## config.mk

```make
export PLATFORM = sky130hd
export DESIGN_NAME = bbox_tracker
export DESIGN_NICKNAME = d
export VERILOG_FILES = /design/src/rtl/bbox_tracker.sv
export SDC_FILE = /design/constraint.sdc
export NUM_CORES = 1
export LEC_CHECK = 0
export BUFFER_PORTS_ARGS = -buffer_cell sky130_fd_sc_hd__buf_2
export CORE_ASPECT_RATIO = 0.5
export CORE_MARGIN = 2
export CORE_UTILIZATION = 40
export CTS_BUF_LIST = sky130_fd_sc_hd__clkbuf_8
export DETAILED_ROUTE_END_ITERATION = 7
export MAX_ROUTING_LAYER = met4
export SETUP_SLACK_MARGIN = 0.4
export SYNTH_ARGS = -nofsm -noshare
export SYNTH_HDL_FRONTEND = slang
export SYNTH_SLANG_ARGS = --single-unit
```

## constraint.sdc

```tcl
create_clock -name clk_in -period 4.1 [get_ports clk_in]
set_clock_uncertainty 0.1 [all_clocks]
set_input_delay 0.205 -clock clk_in [delete_from_list [all_inputs] [get_ports clk_in]]
set_output_delay 0.205 -clock clk_in [all_outputs]
set_load 0.005 [all_outputs]
```

## src/rtl/bbox_tracker.sv

```systemverilog
// Bounding-box tracker: folds a raster-order detection mask into a per-frame
// box, with a minimum-pixel noise floor and a lost-object timeout.
// Ports: clk_in/rst_in (async active-low); hcount_in/vcount_in/valid_in/
// mask_in pixel stream; xmin/ymin/xmax/ymax_out box of the last hit frame;
// count_out set pixels of last frame; box_valid_out box still current;
// frame_done_out one-cycle pulse per committed frame.
module bbox_tracker #(
    parameter int H_ACTIVE    = 1280,
    parameter int V_ACTIVE    = 720,
    parameter int MIN_PIXELS  = 16,
    parameter int MISS_FRAMES = 3
) (
    input  logic        clk_in,
    input  logic        rst_in,
    input  logic [10:0] hcount_in,
    input  logic [9:0]  vcount_in,
    input  logic        valid_in,
    input  logic        mask_in,
    output logic [11:0] xmin_out,
    output logic [10:0] ymin_out,
    output logic [11:0] xmax_out,
    output logic [10:0] ymax_out,
    output logic [19:0] count_out,
    output logic        box_valid_out,
    output logic        frame_done_out
);

    localparam int MW = $clog2(MISS_FRAMES + 1);

    localparam logic [11:0]   LP_H_LIM  = 12'(H_ACTIVE);
    localparam logic [10:0]   LP_V_LIM  = 11'(V_ACTIVE);
    localparam logic [10:0]   LP_H_LAST = 11'(H_ACTIVE - 1);
    localparam logic [9:0]    LP_V_LAST = 10'(V_ACTIVE - 1);
    localparam logic [19:0]   LP_MIN    = 20'(MIN_PIXELS);
    localparam logic [MW-1:0] LP_MISS   = MW'(MISS_FRAMES);

    // Stage 1 pixel register
    logic        r_valid;
    logic        r_mask;
    logic [10:0] r_h;
    logic [9:0]  r_v;

    // Stage 2 accumulator and miss counter
    logic [11:0]   r_min_x;
    logic [10:0]   r_min_y;
    logic [11:0]   r_max_x;
    logic [10:0]   r_max_y;
    logic [19:0]   r_cnt;
    logic [MW-1:0] r_miss;

    logic [11:0]   w_x;
    logic [10:0]   w_y;
    logic          w_hit;
    logic          w_last;
    logic [11:0]   w_min_x;
    logic [10:0]   w_min_y;
    logic [11:0]   w_max_x;
    logic [10:0]   w_max_y;
    logic [19:0]   w_cnt;
    logic          w_hit_frame;
    logic [MW-1:0] w_miss_nxt;

    assign w_x = {1'b0, r_h};
    assign w_y = {1'b0, r_v};

    assign w_hit = r_valid && r_mask
                && (w_x < LP_H_LIM) && (w_y < LP_V_LIM);

    // Frame end is positional only; the mask plays no part.
    assign w_last = r_valid && (r_h == LP_H_LAST) && (r_v == LP_V_LAST);

    // Accumulator with the current pixel folded in; used both for the
    // running update and for the commit so the final pixel is counted.
    assign w_min_x = (w_hit && (w_x < r_min_x)) ? w_x : r_min_x;
    assign w_min_y = (w_hit && (w_y < r_min_y)) ? w_y : r_min_y;
    assign w_max_x = (w_hit && (w_x > r_max_x)) ? w_x : r_max_x;
    assign w_max_y = (w_hit && (w_y > r_max_y)) ? w_y : r_max_y;
    assign w_cnt   = (w_hit && (r_cnt != '1)) ? r_cnt + 20'd1 : r_cnt;

    assign w_hit_frame = (w_cnt >= LP_MIN);
    assign w_miss_nxt  = (r_miss == LP_MISS) ? r_miss : r_miss + MW'(1);

    always_ff @(posedge clk_in or negedge rst_in) begin
        if (!rst_in) begin
            r_valid <= 1'b0;
            r_mask  <= 1'b0;
            r_h     <= '0;
            r_v     <= '0;
        end else begin
            r_valid <= valid_in;
            r_mask  <= mask_in;
            r_h     <= hcount_in;
            r_v     <= vcount_in;
        end
    end

    always_ff @(posedge clk_in or negedge rst_in) begin
        if (!rst_in) begin
            r_min_x        <= 12'hFFF;
            r_min_y        <= 11'h7FF;
            r_max_x        <= '0;
            r_max_y        <= '0;
            r_cnt          <= '0;
            r_miss         <= '0;
            xmin_out       <= '0;
            ymin_out       <= '0;
            xmax_out       <= '0;
            ymax_out       <= '0;
            count_out      <= '0;
            box_valid_out  <= 1'b0;
            frame_done_out <= 1'b0;
        end else begin
            frame_done_out <= w_last;
            if (w_last) begin
                // Empty the accumulator on the commit edge so the next
                // cycle's pixel starts the new frame.
                r_min_x   <= 12'hFFF;
                r_min_y   <= 11'h7FF;
                r_max_x   <= '0;
                r_max_y   <= '0;
                r_cnt     <= '0;
                count_out <= w_cnt;
                if (w_hit_frame) begin
                    xmin_out      <= w_min_x;
                    ymin_out      <= w_min_y;
                    xmax_out      <= w_max_x;
                    ymax_out      <= w_max_y;
                    box_valid_out <= 1'b1;
                    r_miss        <= '0;
                end else begin
                    r_miss <= w_miss_nxt;
                    if (w_miss_nxt == LP_MISS) begin
                        box_valid_out <= 1'b0;
                    end
                end
            end else begin
                r_min_x <= w_min_x;
                r_min_y <= w_min_y;
                r_max_x <= w_max_x;
                r_max_y <= w_max_y;
                r_cnt   <= w_cnt;
            end
        end
    end

endmodule

```

=== After elaboration in Yosys (flattened, before gate mapping) ===
Cells that the tools add are included.

* Bits in registers: 159
* Bits of input ports: 25

* Multiplexer cells: 14
* Add/sub/neg operators: 2
* Reductions and logical operators: 13
* Equality and inequality tests: 5
* Magnitude comparators: 7

{| class="wikitable"
|+ Operators with widths
! kind !! number
|-
| 12-bit two-way mux || 4
|-
| 11-bit two-way mux || 4
|-
| 20-bit two-way mux || 2
|-
| 20-bit by 1-bit adder with 20-bit output, second input constant || 1
|-
| 20-bit by 5-bit greater-or-equal comparator with 1-bit output, second input constant || 1
|-
| 20-bit != test, second input constant || 1
|-
| 11-bit by 12-bit greater-than comparator with 1-bit output || 1
|-
| 11-bit by 12-bit less-than comparator with 1-bit output || 1
|-
| 11-bit equality test, second input constant || 1
|-
| 10-bit by 11-bit greater-than comparator with 1-bit output || 1
|-
| 10-bit by 11-bit less-than comparator with 1-bit output || 1
|-
| 11-bit less-than comparator, second input constant || 1
|-
| 10-bit equality test, second input constant || 1
|-
| 1-bit logical AND || 10
|-
| 10-bit less-than comparator, second input constant || 1
|-
| 2-bit equality test, second input constant || 2
|-
| 2-bit two-way mux || 2
|-
| 2-bit AND reduction || 2
|-
| 2-bit by 1-bit adder with 2-bit output, second input constant || 1
|-
| 1-bit two-way mux || 2
|-
| 2-bit nonzero test || 1
|}

=== Longest topological paths before layout ===
Gate-level depths: netlist of run 1.

* Word-level depth: 8
* Depth in mapped cells: 11
* Depth with buffers taken out: 10

=== Least setup slack after synthesis of run 1 ===
No wires, ideal clock.

* Path type: register -> register
* Start point: register r_cnt[0]
* End point: register ymin_out[0]
* Arrival: 3.046 ns
* Setup slack: 0.829 ns
* Cell stages (with the launch flop): 11
* Data required time: 3.875 ns
* Path through: dfrtp_1 -> ha_1 -> nand3_1 -> or4_1 -> or4_1 -> mux2i_1 -> a2111oi_2 -> nand4_2 -> and2_1 -> buf_6 -> mux2_4

* Word-level cells in the longest chain between the ends: 5
* Elaborated cells on any way between the ends: 6
* Those cells by class: add/sub (1); order compare (1); eq/ne (1); mux (1); reduce/logical (2)

{| class="wikitable"
|+ Ends and longest elaborated chain
! element !! RTL line !! source
|-
| from (decl) || 48 || <nowiki>logic [19:0] r_cnt;</nowiki>
|-
| from (signal assigned) || 141 || <nowiki>r_cnt <= w_cnt;</nowiki>
|-
| parallel branches: the longest is 2 deep, another holds 20-bit by 1-bit adder with 20-bit output || -- ||
|-
| 20-bit two-way mux * || 78 || <nowiki>assign w_cnt = (w_hit && (r_cnt != '1)) ? r_cnt + 20'd1 : r_cnt;</nowiki>
|-
| 20-bit by 5-bit greater-or-equal comparator with 1-bit output * || 80 || <nowiki>assign w_hit_frame = (w_cnt >= LP_MIN);</nowiki>
|-
| 2-bit AND reduction (no source line) * || -- ||
|-
| to (signal assigned) || 125 || <nowiki>ymin_out <= w_min_y;</nowiki>
|-
| to (decl) || 20 || <nowiki>output logic [10:0] ymin_out,</nowiki>
|}

Every way passes the cells marked *.
A chain may end at the register's enable or synchronous reset.

=== Worst setup path after layout of run 1 ===
* Start point: register r_cnt[0]
* End point: register xmin_out[7]

* Word-level cells in the longest chain between the ends: 5
* Elaborated cells on any way between the ends: 6
* Those cells by class: add/sub (1); order compare (1); eq/ne (1); mux (1); reduce/logical (2)

{| class="wikitable"
|+ Ends and longest elaborated chain
! element !! RTL line !! source
|-
| parallel branches: the longest is 2 deep, another holds 20-bit by 1-bit adder with 20-bit output || -- ||
|-
| 20-bit two-way mux * || 78 ||
|-
| 20-bit by 5-bit greater-or-equal comparator with 1-bit output * || 80 ||
|-
| 2-bit AND reduction (no source line) * || -- ||
|-
| to (signal assigned) || 124 || <nowiki>xmin_out <= w_min_x;</nowiki>
|-
| to (decl) || 19 || <nowiki>output logic [11:0] xmin_out,</nowiki>
|}

Marks and branches as above.

==> results of run 1 <==
synth_stat cells (8+ instances only):
cell type,instances
nand2b_1,9
nand3_1,16
xor2_1,9
mux2i_1,24
nand4_1,9
dfstp_2,23
nand2_1,72
clkbuf_1,20
a21o_1,8
a21oi_1,55
ha_1,41
inv_1,45
a2bb2oi_1,9
a21oi_2,19
o21ai_0,51
xnor2_1,8
dfrtp_1,136
nor2_1,59
sequential cells by signal (all words and copies together), names as in the netlist, 12 cells and up:
| signal | cells |
|---|---|
| xmax_out | 12 |
| count_out | 20 |
| r_min_x | 12 |
| xmin_out | 12 |
| r_max_x | 12 |
| r_cnt | 20 |
cell usage in the layout, fill, tap and decap left out, drive strengths merged, types with 8 or more instances in the layout:
master,instances
xor2,9
dfstp,23
ha,41
mux2i,24
xnor2,8
nand4,11
buf,108
a21o,8
a2bb2oi,9
o21ai,51
nor2,59
nand2b,9
a21oi,74
clkbuf,19
inv,49
dlygate4sd3,24
nand2,72
dfrtp,136
nand3,16
power groups by stage:
stage / Combinational, mW / Sequential, mW / Clock [mW]
after detailed placement: 0.953 / 2.03 / 0
after CTS: 0.981 / 2.00 / 1.22
after global routing: 1.14 / 2.04 / 1.28
after floorplan: 0.695 / 1.99 / 0
after global placement: 0.919 / 2.02 / 0
final: 0.975 / 2.00 / 1.19
kinds of logic (layout without fill, tap and decap cells):
family / after synthesis / count (layout)
AOI/OAI and AO/OA: 182 / 182
DFF: 159 / 159
adders and majority gates: 41 / 41
buffers and inverters: 76 / 210
and+or+nand+nor: 202 / 202
muxes: 30 / 30
xor gates and xnor gates: 17 / 17
layer usage:
metal,GRT usage,up-vias,wire (um)
met2,0.2882,99,7775
li1,-,2712,-
met5,-,-,0
met4,0.04511,0,159
met3,0.04215,14,819
met1,0.2891,2813,9332
layout make-up:
type                       count  area (um2)
fill                        1724        9433
tap                          240       300.3
multi-input combinational    472        3211
timing repair buffer         132       827.0
sequential                   159        4008
inverter                      46       172.7
clock inverter                13       136.4
clock buffer                  19       261.5
final timing paths:
check / from / end / slack [ps] / depth (start not counted)
min in group asynchronous: rst_in / count_out[15]$_DFFE_PN0P_ / 340 / 2
max: r_cnt[0]$_DFF_PN0_ / xmin_out[7]$_DFFE_PN0P_ / 640 / 9
max reg2reg: r_cnt[0]$_DFF_PN0_ / xmin_out[7]$_DFFE_PN0P_ / 640 / 9
max in group asynchronous: rst_in / r_min_y[3]$_DFF_PN1_ / 2530 / 3
min reg2reg: box_valid_out$_DFFE_PN0P_ / box_valid_out$_DFFE_PN0P_ / 380 / 2
min: vcount_in[1] / r_v[1]$_DFF_PN0_ / 280 / 2
metrics by stage:
step	hold slack, ps	std cells	worst slack (ps)	power, mW	utilization
final	283.7	1081	637.2	4.162	0.4859
after global routing	258.0	1081	438.9	4.466	0.4859
after CTS	263.2	1081	462.3	4.197	0.4838
after detailed placement	214.3	1025	418.3	2.980	0.4488
after global placement	213.0	1025	484.7	2.943	0.4488
after floorplan	-190.6	707	829.0	2.688	-
repair_timing:
action	4_1_cts	5_1_grt
cloned	0	0
setup endpoints to repair	3	13
gates resized for setup	2	7
hold endpoints to repair	111	0
hold buffers	24	0
==> key figures, run 1 <==
Pwr
  • Internal Dissipation: 2.833 mW
  • Clk pwr share: 0.285
  • PD cells: 466.8 nW/um2
  • Switching Share: 0.3194
  • Register share of total power: 0.481
  • Peak VDD IR: 0.0002412 V
  • Net Sw Power: 1.330 mW
  • Static leakage: 4.332 nW
  • Logic gate share of total power: 0.234

Min path
  • Hold crit path type: input pin to flip-flop

Floorplan
  • Num rows: 35
  • Die area: 19880 um2
  • Core ar.: 18350 um2
  • Initial core utilization: 0.4077
  • Die width: 197.4 um
  • Overall die height: 100.7 um
  • I/O pin cnt: 93

Place
  • GP Congestion: 0.8386
  • Port bufs: 92
  • Placed Instance Area: 8235 um2
  • HPWL Detailed: 12.73 mm

Logic synthesis
  • Mux share of post-synthesis cell area: 0.04315
  • Post-Synthesis Cells: 707
  • Syn Area/Cell: 10.58 um2
  • Cell variety after synth: 61
  • Post-synthesis simple-gate area fraction: 0.1311
  • Post-Syn Area: 7481 um2
  • Combinational family with the most area after synthesis: compound AO/OA/AOI/OAI gates
  • Synth top area cells: dfrtp_1 (45%), dfstp_2 (8.1%), ha_1 (6.9%)
  • Synth Area in Compound Gates: 0.1599
  • Syn. warnings: 0
  • Post-synth ARST share: 1.000
  • Leading area contributor after synthesis: dfrtp_1
  • Register area share after synthesis: 0.5357
  • Xor/xnor share of the synthesized area: 0.01990
  • Synth top area share: 0.4549
  • Dominant synthesized flop cell: dfrtp_1
  • Number of synthesized flops with an enable pin: 0
  • Seq cells post-synth: 159
  • Post-synthesis net count: 773
  • Synth Area in Adders: 0.06857

Finish
  • Syn-to-layout area delta: 19.18%
  • Post-route cell area: 8916 um2
  • # diodes: 0
  • Nets@finish: 894
  • Layout cells sized above 1: 0.2438

Critical path
  • CP Launch Type: flip-flop
  • Crit path capture type: flip-flop
  • CP max-delay cell: or4_1
  • CP required: 4310 ps
  • Critical path peak fanout: 10
  • CP Buf/Inv Count: 0
  • Setup CP Type: flip-flop to flip-flop
  • Crit path DAT: 3670 ps
  • Family with the most delay on the worst path: simple AND/OR/NAND/NOR gates
  • CP max stage delay: 550 ps
  • Crit-path cells: ha_1 -> nand3_2 -> or4_1 -> or4_1 -> mux2i_1 -> a2111oi_4 -> and4_1 -> a211oi_4 -> a2bb2oi_1
  • Most used cell, CP: or4_1

Clocking
  • Inserted Clock Buffers: 17
  • Htree depth: 4
  • Clock buffer depth: 2
  • CTS clock-pin slew for the worst setup and hold paths: 90 ps
  • CTS sink cnt: 159
  • CTS Root Buffer Type: clkbuf_8
  • CTS tree: yes
  • Worst-Skew Late Latency: 450 ps
  • Setup bufs post-CTS: 0

Routing
  • Antenna Nets Post-Route: 0
  • Via count: 5638
  • Vias/cell: 5.216
  • Number of DRC markers in iteration 0: 435
  • Overall routed net length: 18.09 mm
  • # DRC: 0
  • Detailed Routing Iterations Pass 1: 4
  • WL/cell: 16.73 um

STA
  • Relative slew slack: 0.3646
  • Setup TNS: 0 ps
  • Fin. Hold Viols: 0
  • Fin. max-slew vios: 0
  • Final min period: 3463 ps
  • Fin crit share: 0.8446
  • RSZ-0062 raised after global routing: false
  • Final setup vio count: 0
  • Least-Margin Pin Slew: 953.1 ps
  • FMAX: 0.2888 GHz

Global routing
  • GRT Residual Overflow: 0
  • Vias in the first global route: 5537
  • Total GRT Usage: 0.1999
  • First-pass GRT wire length: 29.88 mm
  • Initial antenna violation count: 0
  • Largest net degree at the start of global routing: 106

Run
  • Max_cap viols: 0

Outcome
  • Status: complete, no violations
No activity file was read; power rests on OpenSTA's default activity.
==> run 2: changes to the inputs <==
Clock period 4.1 ns to 3.3 ns, I/O delays scaled along.
==> key figures, run 2 (synthesized netlist as in run 1, its figures left out) <==
STA
  • Setup TNS: 0 ps (unchanged)
  • Final setup vio count: 0 (unchanged)
  • Fin crit share: 0.9268 (was 0.8446)
  • Fin. Hold Viols: 0 (unchanged)
  • Fin. max-slew vios: 0 (unchanged)
  • Relative slew slack: 0.5452 (was 0.3646)
  • FMAX: 0.3270 GHz (was 0.2888 GHz)
  • Least-Margin Pin Slew: 675.9 ps (was 953.1 ps)
  • RSZ-0062 raised after global routing: true (was false)
  • Final min period: 3058 ps (was 3463 ps)

Floorplan
  • Die area: 19880 um2 (unchanged)
  • Num rows: 35 (unchanged)
  • Die width: 197.4 um (unchanged)
  • Overall die height: 100.7 um (unchanged)
  • I/O pin cnt: 93 (unchanged)
  • Initial core utilization: 0.4077 (unchanged)
  • Core ar.: 18350 um2 (unchanged)

Critical path
  • Crit path DAT: 3300 ps (was 3670 ps)
  • Crit path capture type: flip-flop (unchanged)
  • CP Launch Type: flip-flop (unchanged)
  • Reg-to-Reg Start: r_cnt[1]$_DFF_PN0_ (was r_cnt[0]$_DFF_PN0_)
  • Worst Setup SP: r_cnt[1]$_DFF_PN0_ (was r_cnt[0]$_DFF_PN0_)
  • Setup CP Type: flip-flop to flip-flop (unchanged)
  • Critical path peak fanout: 5 (was 10)
  • CP required: 3540 ps (was 4310 ps)

Pwr
  • Peak VDD IR: 0.0002878 V (was 0.0002412 V)
  • Static leakage: 4.554 nW (was 4.332 nW)
  • PD cells: 552.3 nW/um2 (was 466.8 nW/um2)

Global routing
  • Vias in the first global route: 5786 (was 5537)
  • First-pass GRT wire length: 31.13 mm (was 29.88 mm)
  • Largest net degree at the start of global routing: 70 (was 106)
  • GRT Residual Overflow: 0 (unchanged)
  • Initial antenna violation count: 1 (was 0)
  • Total GRT Usage: 0.2102 (was 0.1999)

Min path
  • Hold crit path type: input pin to async pin (was input pin to flip-flop)

Place
  • Port bufs: 92 (unchanged)
  • HPWL Detailed: 13.31 mm (was 12.73 mm)
  • DP Cell Count: 1050 (was 1025)
  • GP Congestion: 0.8783 (was 0.8386)

Clocking
  • Worst-Skew Late Latency: 460 ps (was 450 ps)
  • Inserted Clock Buffers: 17 (unchanged)
  • CTS sink cnt: 159 (unchanged)
  • CTS Root Buffer Type: clkbuf_8 (unchanged)
  • Clock buffer depth: 2 (unchanged)
  • CTS clock-pin slew for the worst setup and hold paths: 110 ps (was 90 ps)
  • Htree depth: 4 (unchanged)
  • CTS tree: yes (unchanged)

Finish
  • Fillers: 1689 (was 1724)
  • Syn-to-layout area delta: 25.09% (was 19.18%)
  • Largest registers: count_out (20), r_cnt (20) (unchanged)
  • Layout cells sized above 1: 0.2952 (was 0.2438)
  • Final Util: 0.5100 (was 0.4859)
  • Fin cells: 1124 (was 1081)
  • Commonest non-fill, non-tap cell in the layout: dfrtp_1 (unchanged)
  • Commonest cells after routing, fill and taps aside: dfrtp_1 (134), buf_2 (91), nand2_1 (71) (was dfrtp_1 (136), buf_2 (91), nand2_1 (71))
  • Nets@finish: 937 (was 894)
  • # diodes: 0 (unchanged)

Routing
  • # DRC: 0 (unchanged)
  • Number of DRC markers in iteration 0: 329 (was 435)
  • Detailed Routing Iterations Pass 1: 5 (was 4)
  • WL/cell: 17.06 um (was 16.73 um)
  • Vias/cell: 5.142 (was 5.216)
  • Via count: 5780 (was 5638)
  • Overall routed net length: 19.17 mm (was 18.09 mm)
  • Antenna Nets Post-Route: 0 (unchanged)

Run
  • Max_cap viols: 0 (unchanged)

Outcome
  • Status: complete, no violations (unchanged)
[run 2: changes by cell type in the layout (fill, tap and decap cells not counted), sizes merged]
cell and change:
buf +41, and2 +2, bufinv -2, inv +2
clkinv -1, clkinvlp +1
[run 2: what timing repair did]
item,in CTS,in global routing
gates cloned,2,0
setup buffers,6,10
gates resized for setup,22,16
endpoints found under the hold margin,78,0
endpoints found under the setup margin,49,58
pin swaps,7,9
hold buffers,24,0
[run 2: worst paths after layout]
check	endpoint	slack (ps)	cells past startpoint
worst max-delay path	xmax_out[11]$_DFFE_PN0P_	240	10
worst min-delay path	count_out[16]$_DFFE_PN0P_	160	2
worst max register to register	xmax_out[11]$_DFFE_PN0P_	240	10
worst min register to register	count_out[15]$_DFFE_PN0P_	380	2
max in group asynchronous	r_min_y[3]$_DFF_PN1_	2020	3
min in group clk_in	r_h[0]$_DFF_PN0_	250	2
[run 2: metal layers]
| layer | vias up | track usage | part of all wire |
|---|---|---|---|
| li1 | 2798 | - | - |
| met1 | 2890 | 0.2902 | 0.50 |
| met2 | 88 | 0.3253 | 0.46 |
| met3 | 4 | 0.04215 | 0.036 |
| met4 | 0 | 0.04049 | 0.0041 |
| met5 | - | - | 0 |
[run 2: power breakdown]
| group | leakage, nW | internal [mW] | total [mW] | switching, mW |
|---|---|---|---|---|
| Clock | 0.179 | 0.575 | 1.37 | 0.793 |
| Combinational | 2.33 | 0.549 | 1.30 | 0.754 |
| Sequential | 2.04 | 2.31 | 2.50 | 0.181 |
[run 2: critical path, stage by stage (launching register included)]
cell and delay, ps:
dfrtp_1 410, ha_4 170, nand3_4 100, or4_4 460
o41ai_4 370, o221ai_2 180, a2111oi_4 380, nand4_4 200
buf_4 200, nand2_4 60, mux2_2 320
[run 2: per-stage QoR]
stage / power (mW) / setup slack, ps / hold slack, ps / instance area [um2]
6_report: 5.168 / 241.6 / 161.7 / 9358
3_5_place_dp: 3.757 / 11.37 / 118.1 / 8458
4_1_cts: 5.194 / 187.5 / 174.6 / 9216
5_1_grt: 5.538 / 124.8 / 194.8 / 9358
3_3_place_gp: 3.687 / 101.5 / 101.7 / 8458
2_1_floorplan: 3.364 / 276.6 / -230.6 / 7520
[run 2: final cells by class]
| class | count | area [um2] | share of cell area |
|---|---|---|---|
| Multi-Input combinational cell | 474 | 3332 | 0.3561 |
| Sequential cell | 159 | 4010 | 0.4285 |
| Clock inverter | 13 | 106.4 | 0.01137 |
| Clock buffer | 19 | 261.5 | 0.02794 |
| Tap cell | 240 | 300.3 | 0.03209 |
| Inverter | 46 | 172.7 | 0.01845 |
| Timing Repair Buffer | 173 | 1175 | 0.1256 |
